[src/rtl/branch_resolve_unit_pkg.sv]
// Shared types and constants for the branch resolve unit and its tracking slots.
package bru_pkg;

    localparam int XLEN = 32;
    localparam logic [XLEN-1:0] PC_INC = XLEN'(4);

    typedef struct packed {
        logic            valid;
        logic            is_branch;
        logic            pred;
        logic [XLEN-1:0] pc;
        logic [XLEN-1:0] target;
    } bru_slot_t;

    // Fall-through address; wraps modulo 2^XLEN.
    function automatic logic [XLEN-1:0] next_seq_pc(input logic [XLEN-1:0] pc);
        return pc + PC_INC;
    endfunction

endpackage

[src/rtl/branch_resolve_unit_if.sv]
// Fetch/EX/predictor-facing signals of the branch resolve unit, grouped as one bus.
interface branch_resolve_unit_if;
    import bru_pkg::*;

    logic            if_valid;
    logic            if_is_branch;
    logic [XLEN-1:0] if_pc;
    logic [XLEN-1:0] if_target;
    logic            pred_taken;
    logic            stall;
    logic            ex_cond_true;

    logic            fetch_take_pred;
    logic            mispredicted;
    logic            update_en;
    logic            redirect_valid;
    logic [XLEN-1:0] redirect_pc;
    logic            flush;

    modport slave (
        input  if_valid, if_is_branch, if_pc, if_target, pred_taken, stall, ex_cond_true,
        output fetch_take_pred, mispredicted, update_en, redirect_valid, redirect_pc, flush
    );

    modport master (
        output if_valid, if_is_branch, if_pc, if_target, pred_taken, stall, ex_cond_true,
        input  fetch_take_pred, mispredicted, update_en, redirect_valid, redirect_pc, flush
    );

endinterface

[src/rtl/branch_resolve_unit_slot.sv]
// One branch tracking register; flush beats stall, stall beats load.
module bru_slot
    import bru_pkg::*;
(
    input  logic      clk,
    input  logic      rst,
    input  logic      flush_i,
    input  logic      stall_i,
    input  bru_slot_t load_i,
    output bru_slot_t slot_o
);

    bru_slot_t slot_q;
    bru_slot_t slot_d;

    always_comb begin
        slot_d = slot_q;
        if (flush_i) begin
            slot_d = '0;
        end else if (!stall_i) begin
            slot_d = load_i;
        end
    end

    // NOTE: state registers use non-blocking assignments so every flop samples pre-edge values.
    always_ff @(posedge clk or negedge rst) begin
        if (!rst) begin
            slot_q <= '0;
        end else begin
            slot_q <= slot_d;
        end
    end

    assign slot_o = slot_q;

endmodule

[src/rtl/branch_resolve_unit.sv]
// Tracks fetched branches IF->ID->EX and resolves predictions at EX.
// Optional statistics counters are enabled with `define BRU_STATS_EN.
module branch_resolve_unit
    import bru_pkg::*;
(
    input  logic                  clk,
    input  logic                  rst,
    branch_resolve_unit_if.slave  bus
`ifdef BRU_STATS_EN
    ,
    output logic [31:0]           stat_branches,
    output logic [31:0]           stat_mispredicts
`endif
);

    bru_slot_t       if_load;
    bru_slot_t       id_slot;
    bru_slot_t       ex_slot;
    logic            resolve;
    logic            mispredict;
    logic [XLEN-1:0] redirect_pc;

    assign if_load = '{valid:     bus.if_valid,
                       is_branch: bus.if_is_branch,
                       pred:      bus.pred_taken,
                       pc:        bus.if_pc,
                       target:    bus.if_target};

    bru_slot u_id_slot (
        .clk     (clk),
        .rst     (rst),
        .flush_i (mispredict),
        .stall_i (bus.stall),
        .load_i  (if_load),
        .slot_o  (id_slot)
    );

    bru_slot u_ex_slot (
        .clk     (clk),
        .rst     (rst),
        .flush_i (mispredict),
        .stall_i (bus.stall),
        .load_i  (id_slot),
        .slot_o  (ex_slot)
    );

    // NOTE: every always_comb output gets a default first, so no path can infer a latch.
    always_comb begin
        resolve     = ex_slot.valid & ex_slot.is_branch & ~bus.stall;
        mispredict  = resolve & (bus.ex_cond_true != ex_slot.pred);
        redirect_pc = '0;
        if (mispredict) begin
            redirect_pc = bus.ex_cond_true ? ex_slot.target : next_seq_pc(ex_slot.pc);
        end
    end

    // Gated by reset so the output reads 0 while reset is held, whatever fetch presents.
    assign bus.fetch_take_pred = rst & bus.if_valid & bus.if_is_branch & bus.pred_taken & ~mispredict;
    assign bus.update_en       = resolve;
    assign bus.mispredicted    = mispredict;
    assign bus.redirect_valid  = mispredict;
    assign bus.flush           = mispredict;
    assign bus.redirect_pc     = redirect_pc;

`ifdef BRU_STATS_EN
    logic [31:0] stat_br_q, stat_br_d;
    logic [31:0] stat_mis_q, stat_mis_d;

    always_comb begin
        stat_br_d  = stat_br_q;
        stat_mis_d = stat_mis_q;
        if (resolve && stat_br_q != 32'hFFFF_FFFF) begin
            stat_br_d = stat_br_q + 32'd1;
        end
        if (mispredict && stat_mis_q != 32'hFFFF_FFFF) begin
            stat_mis_d = stat_mis_q + 32'd1;
        end
    end

    always_ff @(posedge clk or negedge rst) begin
        if (!rst) begin
            stat_br_q  <= '0;
            stat_mis_q <= '0;
        end else begin
            stat_br_q  <= stat_br_d;
            stat_mis_q <= stat_mis_d;
        end
    end

    assign stat_branches    = stat_br_q;
    assign stat_mispredicts = stat_mis_q;
`endif

endmodule

[src/flat_wrapper.sv]
// flat-port wrapper written by rule: the top's interface ports become plain ports
module branch_resolve_unit_flat import bru_pkg::*;
  (clk, rst, bus_if_valid, bus_if_is_branch, bus_if_pc, bus_if_target, bus_pred_taken, bus_stall, bus_ex_cond_true, bus_fetch_take_pred, bus_mispredicted, bus_update_en, bus_redirect_valid, bus_redirect_pc, bus_flush);
  branch_resolve_unit_if bus_i ();
  input  logic clk;
  input  logic rst;
  input wire logic [$bits(bus_i.if_valid)-1:0] bus_if_valid;
  input wire logic [$bits(bus_i.if_is_branch)-1:0] bus_if_is_branch;
  input wire logic [$bits(bus_i.if_pc)-1:0] bus_if_pc;
  input wire logic [$bits(bus_i.if_target)-1:0] bus_if_target;
  input wire logic [$bits(bus_i.pred_taken)-1:0] bus_pred_taken;
  input wire logic [$bits(bus_i.stall)-1:0] bus_stall;
  input wire logic [$bits(bus_i.ex_cond_true)-1:0] bus_ex_cond_true;
  output wire logic [$bits(bus_i.fetch_take_pred)-1:0] bus_fetch_take_pred;
  output wire logic [$bits(bus_i.mispredicted)-1:0] bus_mispredicted;
  output wire logic [$bits(bus_i.update_en)-1:0] bus_update_en;
  output wire logic [$bits(bus_i.redirect_valid)-1:0] bus_redirect_valid;
  output wire logic [$bits(bus_i.redirect_pc)-1:0] bus_redirect_pc;
  output wire logic [$bits(bus_i.flush)-1:0] bus_flush;
  assign bus_i.if_valid = bus_if_valid;
  assign bus_i.if_is_branch = bus_if_is_branch;
  assign bus_i.if_pc = bus_if_pc;
  assign bus_i.if_target = bus_if_target;
  assign bus_i.pred_taken = bus_pred_taken;
  assign bus_i.stall = bus_stall;
  assign bus_i.ex_cond_true = bus_ex_cond_true;
  assign bus_fetch_take_pred = bus_i.fetch_take_pred;
  assign bus_mispredicted = bus_i.mispredicted;
  assign bus_update_en = bus_i.update_en;
  assign bus_redirect_valid = bus_i.redirect_valid;
  assign bus_redirect_pc = bus_i.redirect_pc;
  assign bus_flush = bus_i.flush;
  branch_resolve_unit u_core (.clk(clk), .rst(rst), .bus(bus_i));
endmodule
[config.mk]
export PLATFORM = sky130hd
export DESIGN_NAME = branch_resolve_unit_flat
export DESIGN_NICKNAME = d
export VERILOG_FILES = /design/src/rtl/branch_resolve_unit_pkg.sv /design/src/rtl/branch_resolve_unit_if.sv /design/src/rtl/branch_resolve_unit_slot.sv /design/src/rtl/branch_resolve_unit.sv /design/src/flat_wrapper.sv
export SDC_FILE = /design/constraint.sdc
export NUM_CORES = 1
export LEC_CHECK = 0
export CAP_MARGIN = 20
export CORE_ASPECT_RATIO = 0.75
export CORE_MARGIN = 3
export CORE_UTILIZATION = 44
export CTS_CLUSTER_SIZE = 16
export DETAILED_ROUTE_END_ITERATION = 10
export DONT_BUFFER_PORTS = 1
export PLACE_DENSITY = 0.58
export REMOVE_ABC_BUFFERS = 1
export SETUP_SLACK_MARGIN = 0.05
export SYNTH_ARGS = -nofsm -noshare
export SYNTH_HDL_FRONTEND = slang
export SYNTH_SLANG_ARGS = --single-unit
[constraint.sdc]
create_clock -name clk -period 2.1 [get_ports clk]
set_clock_uncertainty 0.05 [all_clocks]
set_input_delay 0.42 -clock clk [delete_from_list [all_inputs] [get_ports clk]]
set_output_delay 0.42 -clock clk [all_outputs]
set_load 0.02 [all_outputs]
==> results.md <==
- 1st-iter DRT viols: 218
- CTS clk-pin slew, worst paths: 0.05 ns
- Net Sw Frac: 0.277
- Final core occ: 0.572
- Yosys synthesis warning count: 0
- Largest net degree at the start of global routing: 137
- CTS tree: done
- Starting Density: 0.458
- CP Capture Type: primary output
- DR pass1 iterations: 4
- Count of port buffers added during placement: 0
- Final Non-Filler Cells: 869
- PD cells: 944 nW/um2
- Post-synthesis sequential area ratio: 0.524
- Hold slack: -0.350 ns
- Critical setup path kind: flip-flop to primary output
- Row count: 37
- Syn Area/Cell: 10.6 um2
- Dpl hpwl: 9200 um
- Maximum clock path buffer count: 2
- Crit path DAT: 2.08 ns
- Power Total: 7.54 mW
- Share of layout cells above drive strength 1: 0.240
- Ys async rst share: 1.00
- RSZ-0062 raised after global routing: true
- Failing checks: negative hold slack, negative setup slack
- Die Ht: 110 um
- WL/cell: 16.7 um
- Met3 Track Usage GR: 0.0591
- Count leader, synth: nor2_1
- VDD IR max: 650 uV
- Hold crit path type: input port to async pin
- Final Hold Fails: 134
- GR Util met1: 0.253
- Gr ovfl total: 0
- Required @ worst endpoint: 1.63 ns
- Mapped Cells: 604
- Post-Syn Area: 6400 um2
- Ant diodes: 0
- Pre-CTS setup slack: -0.119 ns
- Num CTS Buffers: 17
- GP Congestion: 0.792
- F_max: 0.391 GHz
- Core Area: 14000 um2
- CP startpoint kind: flip-flop
- Initial antenna violation count: 0
- Fin nets: 736
- Die footprint: 16000 um2
- Slew HR: 0.719
- Vias after detailed routing: 4518
- Ports: 108
- Clk pwr share: 0.353
- Crit path time final: 2.55 ns
- CP Max Fanout: 8
- Htree depth: 4
- Period utilization: 1.22
- Worst setup margin: -0.454 ns
- Area grow syn2layout: 24.8%
- Comb power frac: 0.189
- Vias in the first global route: 4736
- Cell-internal power: 5.45 mW
- Met2 usage: 0.286
- Final ANT Viol Nets: 0
- Switching Power: 2.09 mW
- DR vias/cell: 5.20
- Leakage power: 3.82 nW
- Final wirelength: 14500 um
- FF+latch count, synth: 134
- Max-slew violation count: 0
- Synth unique cells: 32
- Worst-skew pair later-pin latency: 0.41 ns
- Placed instance area: 7050 um2
- Register share of total power: 0.459
- Commonest cells in the netlist: 148 x nor2_1, 136 x mux2i_1, 134 x dfrtp_1
- Final instance area: 7990 um2
- Run status: finished with violations
- Total GRT Usage: 0.186
- EDFF count, synth: 0
- Number of max-cap violations: 0
- CTS root buf: clkbuf_16
- Setup TNS Final: -9.49 ns
- DRC viols: 0
- Setup violations, final: 29
- Die width: 145 um
- Top Usage Layer GRT: met2
- Global-route wire length before repair: 24200 um
- Ranking of synthesized cells by area: dfrtp_1 52%, mux2i_1 21%, nor2_1 8.7%
- Top FF cell, synth: dfrtp_1
- Synth area leader: dfrtp_1
- Clock sink total: 134
- Worst-Margin Slew: 0.422 ns
- DP Cell Count: 831
- Synth top area share: 0.524
## final cells by class
type / count / area (um2)
fill: 1201 / 5990
sequential: 134 / 3360
multi-input combinational: 423 / 3070
timing repair buffer: 85 / 792
clock buffer: 24 / 462
tap: 195 / 244
clock inverter: 5 / 52.6
inverter: 3 / 16.3
## critical path, stage by stage, from the launching register on
cell     delay, ns
dfrtp_1       0.36
buf_4         0.12
nand4_1       0.14
nor4_4        0.29
buf_12        0.19
nand3_2       0.08
xor2_1        0.16
a21oi_2       0.18
buf_6         0.14
## final timing paths
check	from	end	slack (ns)	cells past startpoint
worst max-delay path	u_core.u_ex_slot.slot_o[34]	bus_redirect_pc[21]	-0.45	8
worst min-delay path	rst	u_core.u_ex_slot.slot_o[51]	-0.35	0
worst max register to register	u_core.u_ex_slot.slot_o[66]	u_core.u_ex_slot.slot_o[45]	0.60	7
worst min register to register	u_core.u_id_slot.slot_o[66]	u_core.u_id_slot.slot_o[66]	0.43	2
max in group asynchronous	rst	u_core.u_ex_slot.slot_o[17]	2.06	0
min in group clk	bus_if_pc[1]	u_core.u_id_slot.slot_o[33]	0.11	2
## flip-flops by register name (all words and copies together), names as in the netlist
| name | count |
|---|---|
| u_core.u_ex_slot.slot_o | 67 |
| u_core.u_id_slot.slot_o | 67 |
## timing repair
| item | in CTS | in global routing |
|---|---|---|
| resized for setup | 45 | 36 |
| gates cloned | 0 | 1 |
| endpoints found under the setup margin | 36 | 36 |
| hold endpoints to repair | 134 | 134 |
| buffers inserted | 10 | 4 |
| pin swaps | 41 | 13 |
## per-layer routing
| layer | vias to the layer above | wire length (um) | share of wire |
|---|---|---|---|
| met4 | 0 | 157 | 0.011 |
| met2 | 104 | 6960 | 0.48 |
| li1 | 2173 | - | - |
| met3 | 11 | 830 | 0.057 |
| met1 | 2230 | 6570 | 0.45 |
| met5 | - | 0 | 0 |
## logic make-up after synthesis
logic type | synth area share
xor gates and xnor gates | 0.0397
muxes | 0.213
DFF | 0.524
adders and majority gates | 0.00195
AOI/OAI and AO/OA | 0.0412
and+or+nand+nor | 0.143
buffers and inverters | 0.0371
## cells in the final DEF (no fill, tap or decap), types with 13 or more instances in the layout
| master | netlist | final |
|---|---|---|
| nor2_1 | 148 | 141 |
| dfrtp_1 | 134 | 132 |
| buf_6 | 2 | 13 |
| buf_4 | 3 | 64 |
| clkbuf_16 | 0 | 18 |
| nand2_1 | 16 | 13 |
| a21oi_1 | 28 | 19 |
| mux2i_1 | 136 | 136 |
| o21ai_0 | 19 | 19 |
| xor2_1 | 18 | 16 |
## power by group through the flow
stage	Combinational [mW]	Clock [mW]	Sequential (mW)
floorplan	0.799	0	3.43
global placement	1.19	0	3.46
detailed placement	1.24	0	3.49
CTS	1.38	2.73	3.45
global route	1.59	2.86	3.52
finish	1.42	2.66	3.46
No activity file was read; power rests on OpenSTA's default activity.
